==> config.mk <==
export PLATFORM = sky130hd
export DESIGN_NAME = hamming_bist_ctrl
export DESIGN_NICKNAME = d
export VERILOG_FILES = /design/src/rtl/hamming_pkg.sv /design/src/rtl/hamming_bist_ctrl_err_injector.sv /design/src/rtl/hamming_bist_ctrl.sv
export SDC_FILE = /design/constraint.sdc
export NUM_CORES = 1
export LEC_CHECK = 0
export CAP_MARGIN = 20
export CELL_PAD_IN_SITES_DETAIL_PLACEMENT = 1
export CELL_PAD_IN_SITES_GLOBAL_PLACEMENT = 1
export CORE_ASPECT_RATIO = 1.2
export CORE_UTILIZATION = 34
export DETAILED_ROUTE_END_ITERATION = 16
export PLACE_DENSITY_LB_ADDON = 0.1
export SYNTH_ARGS = -nofsm -noshare
export SYNTH_HDL_FRONTEND = slang
export SYNTH_SLANG_ARGS = --single-unit
==> constraint.sdc <==
create_clock -name clk -period 4.22 [get_ports clk]
set_input_delay 1.055 -clock clk [delete_from_list [all_inputs] [get_ports clk]]
set_output_delay 1.055 -clock clk [all_outputs]
set_load 0.01 [all_outputs]
==> src/rtl/hamming_pkg.sv <==
// Shared definitions for the hamming BIST slice.
// Widths, error position range and the BIST FSM state encoding.
package hamming_pkg;

    localparam int DATA_W = 16;
    localparam int CODE_W = 21;
    localparam int N_POS  = 21;

    typedef enum logic [2:0] {
        IDLE  = 3'd0,
        ISSUE = 3'd1,
        WAIT  = 3'd2,
        CHECK = 3'd3,
        DONE  = 3'd4
    } state_t;

endpackage

==> src/rtl/hamming_bist_ctrl_err_injector.sv <==
// Single-bit error injector between encoder and decoder.
// Ports: code (in), pos (bit index), en (inject), code_out (code ^ (en << pos)).
module err_injector
    import hamming_pkg::*;
#(
    parameter int CODE_W_P = CODE_W
) (
    input  logic [CODE_W_P-1:0] code,
    input  logic [4:0]          pos,
    input  logic                en,
    output logic [CODE_W_P-1:0] code_out
);

    assign code_out = code ^ (CODE_W_P'(en) << pos);

endmodule

==> src/rtl/hamming_bist_ctrl.sv <==
// BIST sequencer: steps the LFSR, feeds the encoder, optionally corrupts one
// codeword bit and checks decoder word/err flag. Ports: start/vec_count/inject_en
// control, gen_* LFSR, enc_* encoder, dec_* decoder, busy/done/pass and counters.
module hamming_bist_ctrl
    import hamming_pkg::*;
#(
    parameter int DATA_W_P    = DATA_W,
    parameter int CODE_W_P    = CODE_W,
    parameter int ENC_LATENCY = 1
) (
    input  logic                clk,
    input  logic                rst,
    input  logic                start,
    input  logic [15:0]         vec_count,
    input  logic                inject_en,
    output logic                gen_en,
    input  logic [15:0]         gen_data,
    output logic [DATA_W_P-1:0] enc_data,
    input  logic [CODE_W_P-1:0] enc_code,
    output logic [CODE_W_P-1:0] dec_code,
    input  logic [DATA_W_P-1:0] dec_data,
    input  logic                dec_err,
    output logic                busy,
    output logic                done,
    output logic                pass,
    output logic [15:0]         fail_cnt,
    output logic [15:0]         err_flag_cnt,
    output logic [4:0]          err_pos,
    output logic [DATA_W_P-1:0] first_fail_data
);

    state_t              state, state_n;
    logic [15:0]         vec_left;
    logic                inj_r;
    logic [DATA_W_P-1:0] exp_r;
    logic [7:0]          wait_cnt;
    logic                vec_fail;
    logic                mask_en;

    // Mask is only live while the decoder result is being judged.
    assign mask_en  = (state == CHECK) && inj_r;
    assign vec_fail = (dec_data != exp_r) || (dec_err != inj_r);

    err_injector #(.CODE_W_P(CODE_W_P)) u_inj (
        .code     (enc_code),
        .pos      (err_pos),
        .en       (mask_en),
        .code_out (dec_code)
    );

    always_ff @(posedge clk or posedge rst) begin
        if (rst) state <= IDLE;
        else     state <= state_n;
    end

    always_comb begin
        state_n = state;
        gen_en  = 1'b0;
        busy    = 1'b0;
        done    = 1'b0;
        pass    = 1'b0;
        unique case (state)
            IDLE, DONE: begin
                done = (state == DONE);
                pass = (state == DONE) && (fail_cnt == 16'd0);
                if (start)
                    state_n = (vec_count == 16'd0) ? DONE : ISSUE;
            end
            ISSUE: begin
                busy    = 1'b1;
                gen_en  = 1'b1;
                state_n = WAIT;
            end
            WAIT: begin
                busy = 1'b1;
                if (wait_cnt <= 8'd1) state_n = CHECK;
            end
            CHECK: begin
                busy    = 1'b1;
                state_n = (vec_left == 16'd1) ? DONE : ISSUE;
            end
            default: state_n = IDLE;
        endcase
    end

    always_ff @(posedge clk or posedge rst) begin
        if (rst) begin
            vec_left        <= '0;
            inj_r           <= 1'b0;
            exp_r           <= '0;
            wait_cnt        <= '0;
            enc_data        <= '0;
            fail_cnt        <= '0;
            err_flag_cnt    <= '0;
            err_pos         <= '0;
            first_fail_data <= '0;
        end else begin
            unique case (state)
                IDLE, DONE: begin
                    if (start) begin
                        vec_left        <= vec_count;
                        inj_r           <= inject_en;
                        fail_cnt        <= '0;
                        err_flag_cnt    <= '0;
                        err_pos         <= '0;
                        first_fail_data <= '0;
                    end
                end
                ISSUE: begin
                    enc_data <= gen_data;
                    exp_r    <= gen_data;
                    wait_cnt <= 8'(ENC_LATENCY);
                end
                WAIT: wait_cnt <= wait_cnt - 8'd1;
                CHECK: begin
                    if (vec_fail) begin
                        if (fail_cnt == 16'd0) first_fail_data <= exp_r;
                        if (fail_cnt != 16'hFFFF) fail_cnt <= fail_cnt + 16'd1;
                    end
                    if (dec_err && err_flag_cnt != 16'hFFFF)
                        err_flag_cnt <= err_flag_cnt + 16'd1;
                    if (inj_r)
                        err_pos <= (err_pos == 5'(N_POS - 1)) ? 5'd0 : err_pos + 5'd1;
                    vec_left <= vec_left - 16'd1;
                end
                default: ;
            endcase
        end
    end

endmodule
==> impl_metrics.csv <==
group,metric,value,unit
floorplan,dieHeight,139.2,um
synthesis,seq_area_frac_synth,45.52,%
power,peakVddDrop,0.3402,mV
routing,firstDrtPassIters,4,
timing,slew_headroom,56.60,%
timing,skew,12.55,ps
finish,layout-drive-gt1-share,5.419,%
setup_path,path_buf_inv,1,
cts,clock-sinks,97,
cts,holdBufCountCts,0,
cts,clk_latency,360,ps
setup_path,crit_family,"simple AND/OR/NAND/NOR gates",
synthesis,synth.avg_cell_area,8.742,um2
setup_path,r2r_cells,7,
setup_path,cp_cell_sequence,"and3b_1, nand3_1, nor3b_1, nand2_1, xnor2_1, clkdlybuf4s50_1",
global_routing,grt_max_degree,98,
power,power.internal,2.441,mW
power,sw_frac_of_total,40.52,%
setup_path,r2r_slack,1600,ps
power,clkPwrFrac,18.7,%
setup_path,crit_required,3160,ps
min_path,worstHoldEndpoint,"first_fail_data[7]$_DFFE_PP0P_",
cts,cts-resized-gates,0,
global_routing,grt_pass1_vias,5429,
floorplan,die-area,0.01619,mm2
synthesis,synth.cell_area,0.005333,mm2
cts,post_cts.repair.setup_buffers,0,
min_path,worstHoldStart,"first_fail_data[7]$_DFFE_PP0P_",
synthesis,synth.net_count,693,
finish,finalInstanceArea,0.007482,mm2
global_routing,grt_first_pass_wirelength,26990,um
power,p_leak,3.058,nW
synthesis,synth_most_common_cell,"nand2_1",
routing,dr.first_iter.drc_count,220,
timing,final-setup-viol-count,0,
timing,finalCritPeriodShare,88.75,%
floorplan,io_pins,168,
routing,num_vias,5146,
synthesis,yosys_register_bits,97,
setup_path,rr_startpoint,"state[0]$_DFFE_PP0P_",
timing,hold_slack,483.3,ps
global_routing,antenna_found_initial,0,
timing,rsz0062_at_grt,"no",
global_routing,overflow,0,
floorplan,chipWidth,116.3,um
cts,max-clock-path-buffers,2,
setup_path,cp-start-kind,"flop",
synthesis,synth_edf_count,0,
synthesis,ys_types,60,
setup_path,crit_path_top_delay_cell,"clkdlybuf4s50_1",
routing,drc,0,
timing,tns,0,ps
place,port_buffers,167,
cts,cts_tree,"done",
finish,fillers,1778,
finish,antennaDiodeCount,0,
timing,drv_slew,0,
synthesis,yosysTopAreaCellShare,45.52,%
setup_path,end_kind,"output port",
cts,root_buffer,"clkbuf_16",
global_routing,grt_usage,21.22,%
synthesis,yosys_warnings,0,
power,p_total,4.103,mW
place,hpwl,12290,um
synthesis,ys_async_sr_fraction,100.0,%
timing,finalHoldViolCount,0,
synthesis,syn-instance-count,610,
job,drv_cap,0,
synthesis,synthFlopType,"dfrtp_1",
place,gp_congestion,0.8276,
power,power_frac_comb,42.5,%
min_path,hold_depth,2,
setup_path,worst_path_largest_cell_delay,550,ps
setup_path,arrival,2690,ps
timing,period_minus_slack,3745,ps
place,dpl_cell_area,0.007209,mm2
timing,fmax,267.0,MHz
cts,path_clk_slew,60,ps
floorplan,coreArea,0.01514,mm2
floorplan,num_rows,49,
min_path,hp-class,"flop to flop",
synthesis,yosysTopAreaCell,"dfrtp_1",
finish,fin_nets,853,
routing,drtAntennaViolNets,0,
cts,cts-htree-levels,3,
power,p_seq_share,38.7,%
outcome,status,"complete, no violations",
setup_path,crit_path_max_fanout,9,
floorplan,initial_core_util,35.21,%
power,power_density,548.4,mW/mm2
timing,worst_pin_slew,648.6,ps
finish,area_growth,40.31,%
setup_path,r2r-end,"fail_cnt[11]$_DFFE_PP0P_",
finish,fin_util,49.41,%
power,p_switching,1.663,mW
routing,post_drt_wl_per_cell,16.79,um
setup_path,worstSetupPathType,"flop to output port",
synthesis,synth_area_leaders,"dfrtp_1, nand2_1, xor2_1, o21ai_0, nand3_1",
synthesis,synth_common_cells,"nand2_1, dfrtp_1, nor2_1, o21ai_0, xor2_1",
routing,vias_per_cell,5.256,
cts,numCtsBuffers,9,
routing,wl,16440,um
==> worst max path at each step <==
stage / start / endpoint / cells past startpoint
floorplan: rst / err_flag_cnt[0]$_DFFE_PP0P_ / 1
global placement: dec_err / fail_cnt[11]$_DFFE_PP0P_ / 8
detailed placement: dec_err / fail_cnt[11]$_DFFE_PP0P_ / 8
CTS: state[0]$_DFFE_PP0P_ / dec_code[9] / 6
global route: state[0]$_DFFE_PP0P_ / dec_code[9] / 6
finish: state[0]$_DFFE_PP0P_ / dec_code[9] / 6
==> registers in the layout, summed over array words and instances, names as in the netlist <==
register and count:
err_pos 5, exp_r 16, first_fail_data 16, fail_cnt 16, state 3, err_flag_cnt 16
wait_cnt 8, inj_r 1, vec_left 16
==> metrics by stage <==
stage	worst slack, ps	instances
floorplan	631.3	610
global route	200.8	979
global placement	825.7	963
detailed placement	736.2	963
finish	474.9	979
CTS	443.5	979
==> kinds of logic (layout without fill, tap and decap cells) <==
family                     after synthesis  count (layout)  share of synthesized area (%)
adders and majority gates                9               9                          2.112
muxes                                    4               4                         0.7509
and+or+nand+nor                        308             308                          28.23
xor gates and xnor gates                50              50                          8.212
buffers and inverters                   39             204                          3.332
AOI/OAI and AO/OA                      103             103                          11.85
DFF                                     97              97                          45.52
==> power groups by stage <==
stage	registers (mW)	logic, mW	clock network, mW
final	1.59	1.74	0.769
after global routing	1.64	1.95	0.831
after CTS	1.59	1.78	0.795
after detailed placement	1.60	1.77	0
after global placement	1.58	1.72	0
after floorplan	1.59	0.909	0
==> per-layer routing <==
layer | track usage [%] | routed length (um) | vias to the layer above
met1 | 25.43 | 6851 | 2501
li1 | - | - | 2462
met5 | 0 | 0 | -
met4 | 7.827 | 360 | 0
met2 | 35.72 | 7909 | 162
met3 | 5.900 | 1318 | 21
==> area by class of cell <==
cell class                 count  area [um2]  share of cell area [%]
multi-input combinational    474        2731                   36.51
sequential                    97        2427                   32.44
timing repair buffer         175        1744                   23.31
tap                          204       255.2                   3.411
clock buffer                  10       229.0                   3.060
inverter                      13       51.30                  0.6856
clock inverter                 6       43.79                  0.5853
==> worst min-delay path, stage by stage, from the launching register on <==
cell	delay, ps
dfrtp_1	350
nand2_1	50
o21ai_0	60
==> cells in the final DEF (no fill, tap or decap), types with 3 or more instances in the layout <==
cell / count
clkdlybuf4s50_1: 167
a21oi_1: 21
xnor2_1: 13
or3_1: 16
and4_1: 3
dfrtp_1: 97
nor2_1: 43
nand2_1: 134
buf_4: 7
o211ai_1: 10
o311ai_0: 5
o31ai_1: 5
nor2b_1: 3
o21ai_0: 42
nor4_1: 14
or2_2: 3
nand3_1: 35
a31oi_1: 4
nor3_1: 10
nand4_1: 15
clkbuf_16: 9
mux2i_1: 4
xor2_1: 37
and3_1: 6
or4_1: 5
clkinvlp_4: 4
inv_1: 11
ha_1: 9
No activity file was read; power rests on OpenSTA's default activity.
